### config.mk
export PLATFORM = sky130hd
export DESIGN_NAME = instr_fetch_unit_flat
export DESIGN_NICKNAME = d
export VERILOG_FILES = /design/src/rtl/if_pkg.sv /design/src/rtl/instr_fetch_unit_if.sv /design/src/rtl/fetch_buf.sv /design/src/rtl/instr_fetch_unit.sv /design/src/flat_wrapper.sv
export SDC_FILE = /design/constraint.sdc
export NUM_CORES = 1
export LEC_CHECK = 0
export CORE_ASPECT_RATIO = 1.5
export CORE_MARGIN = 8
export CORE_UTILIZATION = 49
export CTS_BUF_LIST = sky130_fd_sc_hd__clkbuf_2 sky130_fd_sc_hd__clkbuf_4 sky130_fd_sc_hd__clkbuf_8
export CTS_CLUSTER_DIAMETER = 50
export DETAILED_ROUTE_END_ITERATION = 8
export GPL_ROUTABILITY_DRIVEN = 0
export GPL_TIMING_DRIVEN = 1
export PLACE_DENSITY_LB_ADDON = 0.12
export SYNTH_ARGS = -nofsm -noshare
export SYNTH_HDL_FRONTEND = slang
export SYNTH_HIERARCHICAL = 1
export SYNTH_SLANG_ARGS = --single-unit
### constraint.sdc
create_clock -name clk -period 6.27 [get_ports clk]
set_clock_uncertainty 0.2 [all_clocks]
set_input_delay 0.627 -clock clk [delete_from_list [all_inputs] [get_ports clk]]
set_output_delay 0.627 -clock clk [all_outputs]
set_load 0.05 [all_outputs]
### src/rtl/if_pkg.sv
// Shared types and constants for the instruction fetch unit.
//   OP_JAL            : RV32 jal major opcode
//   DEFAULT_RESET_PC  : byte PC loaded on reset unless overridden
//   IF_BITS           : instruction width carried by fetch buffer entries
//   fetch_state_e     : fetch FSM states (RUN, FAULT)
//   fetch_entry_t     : fetch buffer entry {pc, instr, predicted}
//   jal_offset()      : sign-extended J-type immediate of an instruction word
package if_pkg;

    localparam logic [6:0]  OP_JAL           = 7'b1101111;
    localparam logic [31:0] DEFAULT_RESET_PC = 32'h0000_0000;
    localparam int unsigned IF_BITS          = 32;

    typedef enum logic [0:0] {
        RUN,
        FAULT
    } fetch_state_e;

    typedef struct packed {
        logic [31:0]        pc;
        logic [IF_BITS-1:0] instr;
        logic               predicted;
    } fetch_entry_t;

    // J-imm = {imm[20], imm[10:1], imm[11], imm[19:12]} held in word[31:12], LSB zero.
    function automatic logic [31:0] jal_offset(input logic [31:0] w);
        return {{11{w[31]}}, w[31], w[19:12], w[20], w[30:21], 1'b0};
    endfunction

endpackage

### src/rtl/instr_fetch_unit_if.sv
// Bus bundle around the instruction fetch unit.
//   imem_addr / imem_data          : word-addressed instruction memory read port
//   redirect_valid / redirect_pc   : PC redirect from execute
//   if_valid / if_ready            : fetch -> decode handshake
//   if_instr / if_pc / if_fault    : head entry payload and fault flag
//   if_predicted                   : head entry caused a jal prediction (JAL_PREDICT_EN only)
// modport master: the fetch unit side. modport slave: memory/execute/decode side.
interface instr_fetch_unit_if #(
    parameter int unsigned ADDR_W = 5,
    parameter int unsigned BITS   = 32
);
    logic [ADDR_W-1:0] imem_addr;
    logic [BITS-1:0]   imem_data;
    logic              redirect_valid;
    logic [31:0]       redirect_pc;
    logic              if_valid;
    logic              if_ready;
    logic [BITS-1:0]   if_instr;
    logic [31:0]       if_pc;
    logic              if_fault;
`ifdef JAL_PREDICT_EN
    logic              if_predicted;
`endif

    modport master (
        output imem_addr,
        input  imem_data,
        input  redirect_valid,
        input  redirect_pc,
        output if_valid,
        input  if_ready,
        output if_instr,
        output if_pc,
        output if_fault
`ifdef JAL_PREDICT_EN
        , output if_predicted
`endif
    );

    modport slave (
        input  imem_addr,
        output imem_data,
        output redirect_valid,
        output redirect_pc,
        input  if_valid,
        output if_ready,
        input  if_instr,
        input  if_pc,
        input  if_fault
`ifdef JAL_PREDICT_EN
        , input  if_predicted
`endif
    );

endinterface

### src/rtl/fetch_buf.sv
// Synchronous FIFO holding fetched entries between instruction memory and decode.
//   clk, rst_n : clock, synchronous active-low reset
//   flush      : drop all entries (wins over push/pop)
//   push/wdata : enqueue; accepted when not full, or when full and popping this cycle
//   pop        : dequeue head; ignored when empty
//   rdata      : head entry (undefined content when empty)
//   full/empty : occupancy flags
module fetch_buf #(
    parameter int unsigned DEPTH = 2,
    parameter int unsigned WIDTH = 65
) (
    input  logic             clk,
    input  logic             rst_n,
    input  logic             flush,
    input  logic             push,
    input  logic             pop,
    input  logic [WIDTH-1:0] wdata,
    output logic [WIDTH-1:0] rdata,
    output logic             full,
    output logic             empty
);
    localparam int unsigned PTR_W = $clog2(DEPTH);

    logic [WIDTH-1:0] mem_q [DEPTH];
    logic [PTR_W-1:0] wptr_q, rptr_q;
    logic [PTR_W:0]   count_q;
    logic             do_push, do_pop;

    assign empty   = (count_q == '0);
    assign full    = (count_q == (PTR_W+1)'(DEPTH));
    assign do_pop  = pop && !empty;
    assign do_push = push && (!full || do_pop);
    assign rdata   = mem_q[rptr_q];

    always_ff @(posedge clk) begin
        if (!rst_n || flush) begin
            wptr_q  <= '0;
            rptr_q  <= '0;
            count_q <= '0;
        end else begin
            if (do_push) wptr_q <= wptr_q + PTR_W'(1);
            if (do_pop)  rptr_q <= rptr_q + PTR_W'(1);
            unique case ({do_push, do_pop})
                2'b10:   count_q <= count_q + (PTR_W+1)'(1);
                2'b01:   count_q <= count_q - (PTR_W+1)'(1);
                default: count_q <= count_q;
            endcase
        end
    end

    // Storage needs no reset; validity is tracked by the pointers.
    always_ff @(posedge clk) begin
        if (rst_n && !flush && do_push) mem_q[wptr_q] <= wdata;
    end

endmodule

### src/rtl/instr_fetch_unit.sv
// Instruction fetch unit: owns the PC, reads instruction memory, buffers {pc, instr}
// for decode and applies redirects from execute.
//   clk    : clock, rising edge
//   rst_n  : synchronous active-low reset
//   bus    : instr_fetch_unit_if.master (imem port, redirect, decode handshake, fault)
// Optional macro JAL_PREDICT_EN: follow jal targets at fetch time and expose if_predicted.
module instr_fetch_unit
    import if_pkg::*;
#(
    parameter int unsigned ADDR_W    = 5,
    parameter int unsigned BITS      = IF_BITS,
    parameter logic [31:0] RESET_PC  = DEFAULT_RESET_PC,
    parameter int unsigned BUF_DEPTH = 2
) (
    input logic               clk,
    input logic               rst_n,
    instr_fetch_unit_if.master bus
);
    fetch_state_e state_q, state_d;
    logic [31:0]  pc_q, pc_d;
    logic [31:0]  next_pc;
    logic         pred;
    fetch_entry_t push_entry, head;
    logic         buf_full, buf_empty;
    logic         flush, do_push, do_pop;
    logic         run;

    assign run           = (state_q == RUN);
    // Truncation is deliberate: PCs beyond the memory alias back into it.
    assign bus.imem_addr = pc_q[ADDR_W+1:2];

`ifdef JAL_PREDICT_EN
    always_comb begin
        pred    = (bus.imem_data[6:0] == OP_JAL);
        next_pc = pred ? pc_q + jal_offset(bus.imem_data) : pc_q + 32'd4;
    end
`else
    assign pred    = 1'b0;
    assign next_pc = pc_q + 32'd4;
`endif

    always_comb begin
        push_entry.pc        = pc_q;
        push_entry.instr     = bus.imem_data;
        push_entry.predicted = pred;
    end

    always_comb begin
        state_d = state_q;
        pc_d    = pc_q;
        flush   = 1'b0;
        do_push = 1'b0;
        do_pop  = 1'b0;
        unique case (state_q)
            RUN: begin
                if (bus.redirect_valid) begin
                    flush = 1'b1;
                    if (bus.redirect_pc[1:0] == 2'b00) pc_d = bus.redirect_pc;
                    else state_d = FAULT;
                end else begin
                    do_pop  = !buf_empty && bus.if_ready;
                    do_push = !buf_full || do_pop;
                    if (do_push) pc_d = next_pc;
                end
            end
            FAULT: begin
                // Buffer is already empty; only an aligned redirect restarts fetch.
                if (bus.redirect_valid) begin
                    flush = 1'b1;
                    if (bus.redirect_pc[1:0] == 2'b00) begin
                        pc_d    = bus.redirect_pc;
                        state_d = RUN;
                    end
                end
            end
            default: state_d = RUN;
        endcase
    end

    always_ff @(posedge clk) begin
        if (!rst_n) begin
            state_q <= RUN;
            pc_q    <= RESET_PC;
        end else begin
            state_q <= state_d;
            pc_q    <= pc_d;
        end
    end

    logic [$bits(fetch_entry_t)-1:0] buf_rdata;

    fetch_buf #(
        .DEPTH(BUF_DEPTH),
        .WIDTH($bits(fetch_entry_t))
    ) u_fetch_buf (
        .clk  (clk),
        .rst_n(rst_n),
        .flush(flush),
        .push (do_push),
        .pop  (do_pop),
        .wdata(push_entry),
        .rdata(buf_rdata),
        .full (buf_full),
        .empty(buf_empty)
    );

    assign head         = fetch_entry_t'(buf_rdata);
    assign bus.if_valid = run && !buf_empty;
    assign bus.if_instr = bus.if_valid ? head.instr : '0;
    assign bus.if_pc    = bus.if_valid ? head.pc : 32'h0;
    assign bus.if_fault = (state_q == FAULT);

`ifdef JAL_PREDICT_EN
    assign bus.if_predicted = bus.if_valid && head.predicted;
`else
    logic unused_pred;
    assign unused_pred = head.predicted;
`endif

endmodule

### src/flat_wrapper.sv
// flat-port wrapper written by rule: the top's interface ports become plain ports
module instr_fetch_unit_flat import if_pkg::*;
#(
    parameter int unsigned ADDR_W    = 5,
    parameter int unsigned BITS      = IF_BITS,
    parameter logic [31:0] RESET_PC  = DEFAULT_RESET_PC,
    parameter int unsigned BUF_DEPTH = 2
)
  (clk, rst_n, bus_imem_addr, bus_imem_data, bus_redirect_valid, bus_redirect_pc, bus_if_valid, bus_if_ready, bus_if_instr, bus_if_pc, bus_if_fault);
  instr_fetch_unit_if #(.ADDR_W(ADDR_W), .BITS(BITS)) bus_i ();
  input logic clk;
  input logic rst_n;
  output wire logic [$bits(bus_i.imem_addr)-1:0] bus_imem_addr;
  input wire logic [$bits(bus_i.imem_data)-1:0] bus_imem_data;
  input wire logic [$bits(bus_i.redirect_valid)-1:0] bus_redirect_valid;
  input wire logic [$bits(bus_i.redirect_pc)-1:0] bus_redirect_pc;
  output wire logic [$bits(bus_i.if_valid)-1:0] bus_if_valid;
  input wire logic [$bits(bus_i.if_ready)-1:0] bus_if_ready;
  output wire logic [$bits(bus_i.if_instr)-1:0] bus_if_instr;
  output wire logic [$bits(bus_i.if_pc)-1:0] bus_if_pc;
  output wire logic [$bits(bus_i.if_fault)-1:0] bus_if_fault;
  assign bus_imem_addr = bus_i.imem_addr;
  assign bus_i.imem_data = bus_imem_data;
  assign bus_i.redirect_valid = bus_redirect_valid;
  assign bus_i.redirect_pc = bus_redirect_pc;
  assign bus_if_valid = bus_i.if_valid;
  assign bus_i.if_ready = bus_if_ready;
  assign bus_if_instr = bus_i.if_instr;
  assign bus_if_pc = bus_i.if_pc;
  assign bus_if_fault = bus_i.if_fault;
  instr_fetch_unit #(.ADDR_W(ADDR_W), .BITS(BITS), .RESET_PC(RESET_PC), .BUF_DEPTH(BUF_DEPTH)) u_core (.clk(clk), .rst_n(rst_n), .bus(bus_i));
endmodule
==> impl_metrics.csv <==
group,metric,value,unit
outcome,status,"finished clean",
floorplan,coreArea,0.0154,mm^2
routing,drc,0,
power,peakVddDrop,0.136,mV
finish,area_growth,24.9,%
critical_path,cp.required,5.44,ns
run,maxCapViolCount,0,
synthesis,synthCells,593,
global_route,grt_max_degree,66,
routing,wl,17000,um
clocking,clockBufferDepth,2,
critical_path,worst_path_max_delay_cell,"nor2_4",
worst_hold_path,worstHoldStart,"u_core/pc_q[1]",
finish,drive_gt1_share,16.4,%
sta,fin_crit_sh,60.3,%
global_route,globalRouteTotalUtil,16.8,%
sta,whs,0.259,ns
floorplan,die_h,169,um
sta,min_period,3.78,ns
critical_path,crit_path_cell_trace,"nor2_1 -> nor2_4 -> and2_1 -> clkdlybuf4s50_1",
global_route,overflow,0,
finish,utilization,61.8,%
critical_path,crit_type,"reg2out",
sta,setup_viol,0,
critical_path,cpPeakStageDelay,0.84,ns
sta,worstMarginPinSlew,1.12,ns
floorplan,io_pins,139,
placed_design,port_buffers,138,
sta,fmax,264,MHz
finish,final_area,0.00953,mm^2
routing,postRouteAntennaNets,0,
synthesis,ys.warnings.count,6,
floorplan,dieArea,0.0199,mm^2
worst_hold_path,min_path_cells,0,
sta,max_slew_margin,25.1,%
global_route,grt_pass1_vias,5169,
finish,fin_nets,789,
critical_path,reg2reg_setup_slack,2.93,ns
clocking,cts.sinks,166,
synthesis,syn-cell-area,0.00763,mm^2
sta,layout_setup_ws,2.49,ns
clocking,hold_buffers,0,
critical_path,cp_max_fo,65,
power,leakagePower,3.28,nW
clocking,cts_tree,"done",
critical_path,reg2reg_to,"u_core/u_fetch_buf/mem_q[1][34]",
floorplan,die_width,118,um
placed_design,hpwl,11800,um
clocking,clk_latency,0.44,ns
sta,rsz0062_at_grt,"no",
clocking,cts_buffers,17,
critical_path,worstPathArrival,2.96,ns
floorplan,num_rows,56,
critical_path,r2r.worst_path.cells,6,
critical_path,worstSetupStartpointType,"register",
finish,n_antenna_cell,0,
synthesis,syn_area_per_cell,12.9,um^2
power,power_per_cell_area,232,mW/mm^2
routing,wl_per_cell,18.2,um
routing,dr.first_iter.drc_count,429,
clocking,cts_max_level,4,
global_route,grt_pass1_wl,26800,um
sta,hold_viol_final,0,
routing,num_vias,5172,
sta,slew_viol_final,0,
routing,viasPerCell,5.53,
clocking,cts_resized,0,
clocking,cts_setup_buffers,0,
placed_design,preCtsSetupSlack,2.06,ns
clocking,root_buffer,"clkbuf_8",
synthesis,synth_nets,662,
critical_path,crit_path_end_kind,"output pin",
floorplan,start_util,49.5,%
global_route,antenna_found_initial,0,
placed_design,placed_cell_area,0.00916,mm^2
routing,firstDrtPassIters,6,
worst_hold_path,holdPathEnd,"u_core/u_fetch_buf/mem_q[0][34]",
sta,setup_tns,0,ns
clocking,clk_pin_slew,0.09,ns
worst_hold_path,hp-class,"reg2reg",
==> state kept, by name (all words and copies together) (netlist names), named ones only <==
register                    flops
u_core/pc_q                    32
u_core/u_fetch_buf/count_q      2
u_core/u_fetch_buf/mem_q      128
u_core/u_fetch_buf/rptr_q       1
u_core/u_fetch_buf/wptr_q       1
==> per-stage QoR <==
step           cells  total power [mW]
2_1_floorplan    593              1.41
3_3_place_gp     904              1.52
3_5_place_dp     904              1.53
4_1_cts          936              2.23
5_1_grt          936              2.30
6_report         936              2.22
==> worst max-delay path by stage <==
stage                     depth (start not counted)                               to  slack [ns]                           from
after floorplan                                   6  u_core/u_fetch_buf/mem_q[0][10]        1.44             bus_redirect_valid
after global placement                            8  u_core/u_fetch_buf/mem_q[1][35]        2.15             bus_redirect_valid
after detailed placement                          8  u_core/u_fetch_buf/mem_q[1][35]        2.06             bus_redirect_valid
after CTS                                         4                    bus_if_pc[15]        2.39  u_core/u_fetch_buf/count_q[1]
after global routing                              4                    bus_if_pc[13]        2.21  u_core/u_fetch_buf/count_q[1]
final                                             4                  bus_if_instr[6]        2.49  u_core/u_fetch_buf/count_q[1]
==> metal layers <==
metal	up-vias	part of all wire [%]	global-route usage (%)
li1	2454	-	-
met1	2484	41	19.9
met5	-	0	0
met4	0	1.3	6.32
met3	18	6.2	4.00
met2	216	51	29.2
==> report_power, final <==
group / switching [mW] / leakage (nW) / internal, mW
Combinational: 0.142 / 1.61 / 0.110
Clock: 0.423 / 0.188 / 0.292
Sequential: 0.0332 / 1.48 / 1.22
==> layout make-up <==
class                      instances  area [um^2]
timing repair buffer             144         1450
inverter                          10         37.5
tap                              203          254
sequential                       166         4610
fill                            1270         5890
clock inverter                    15          139
clock buffer                      17          234
multi-input combinational        381         2810
==> worst max-delay path: cells and delay by family (launching register included) <==
family	cells	cell delay (ns)
simple gates	3	1.22
flops	1	0.45
buf+inv	1	0.82
==> cells in the final DEF (no fill, tap or decap), types with 5 or more instances in the layout <==
master           count
nand4_1              5
nand2_1             51
inv_1                9
a21oi_1             23
mux2i_1              5
o211ai_1             5
nor3_1               9
mux2_2              15
dfxtp_1             37
nor2_1              20
a31oi_1              8
and3_1               9
edfxtp_1           128
and2_1              64
mux2_4              49
clkdlybuf4s50_1    138
clkbuf_8            17
o21ai_0             23
nand3_1             22
Power figures use the tool's default switching activity.
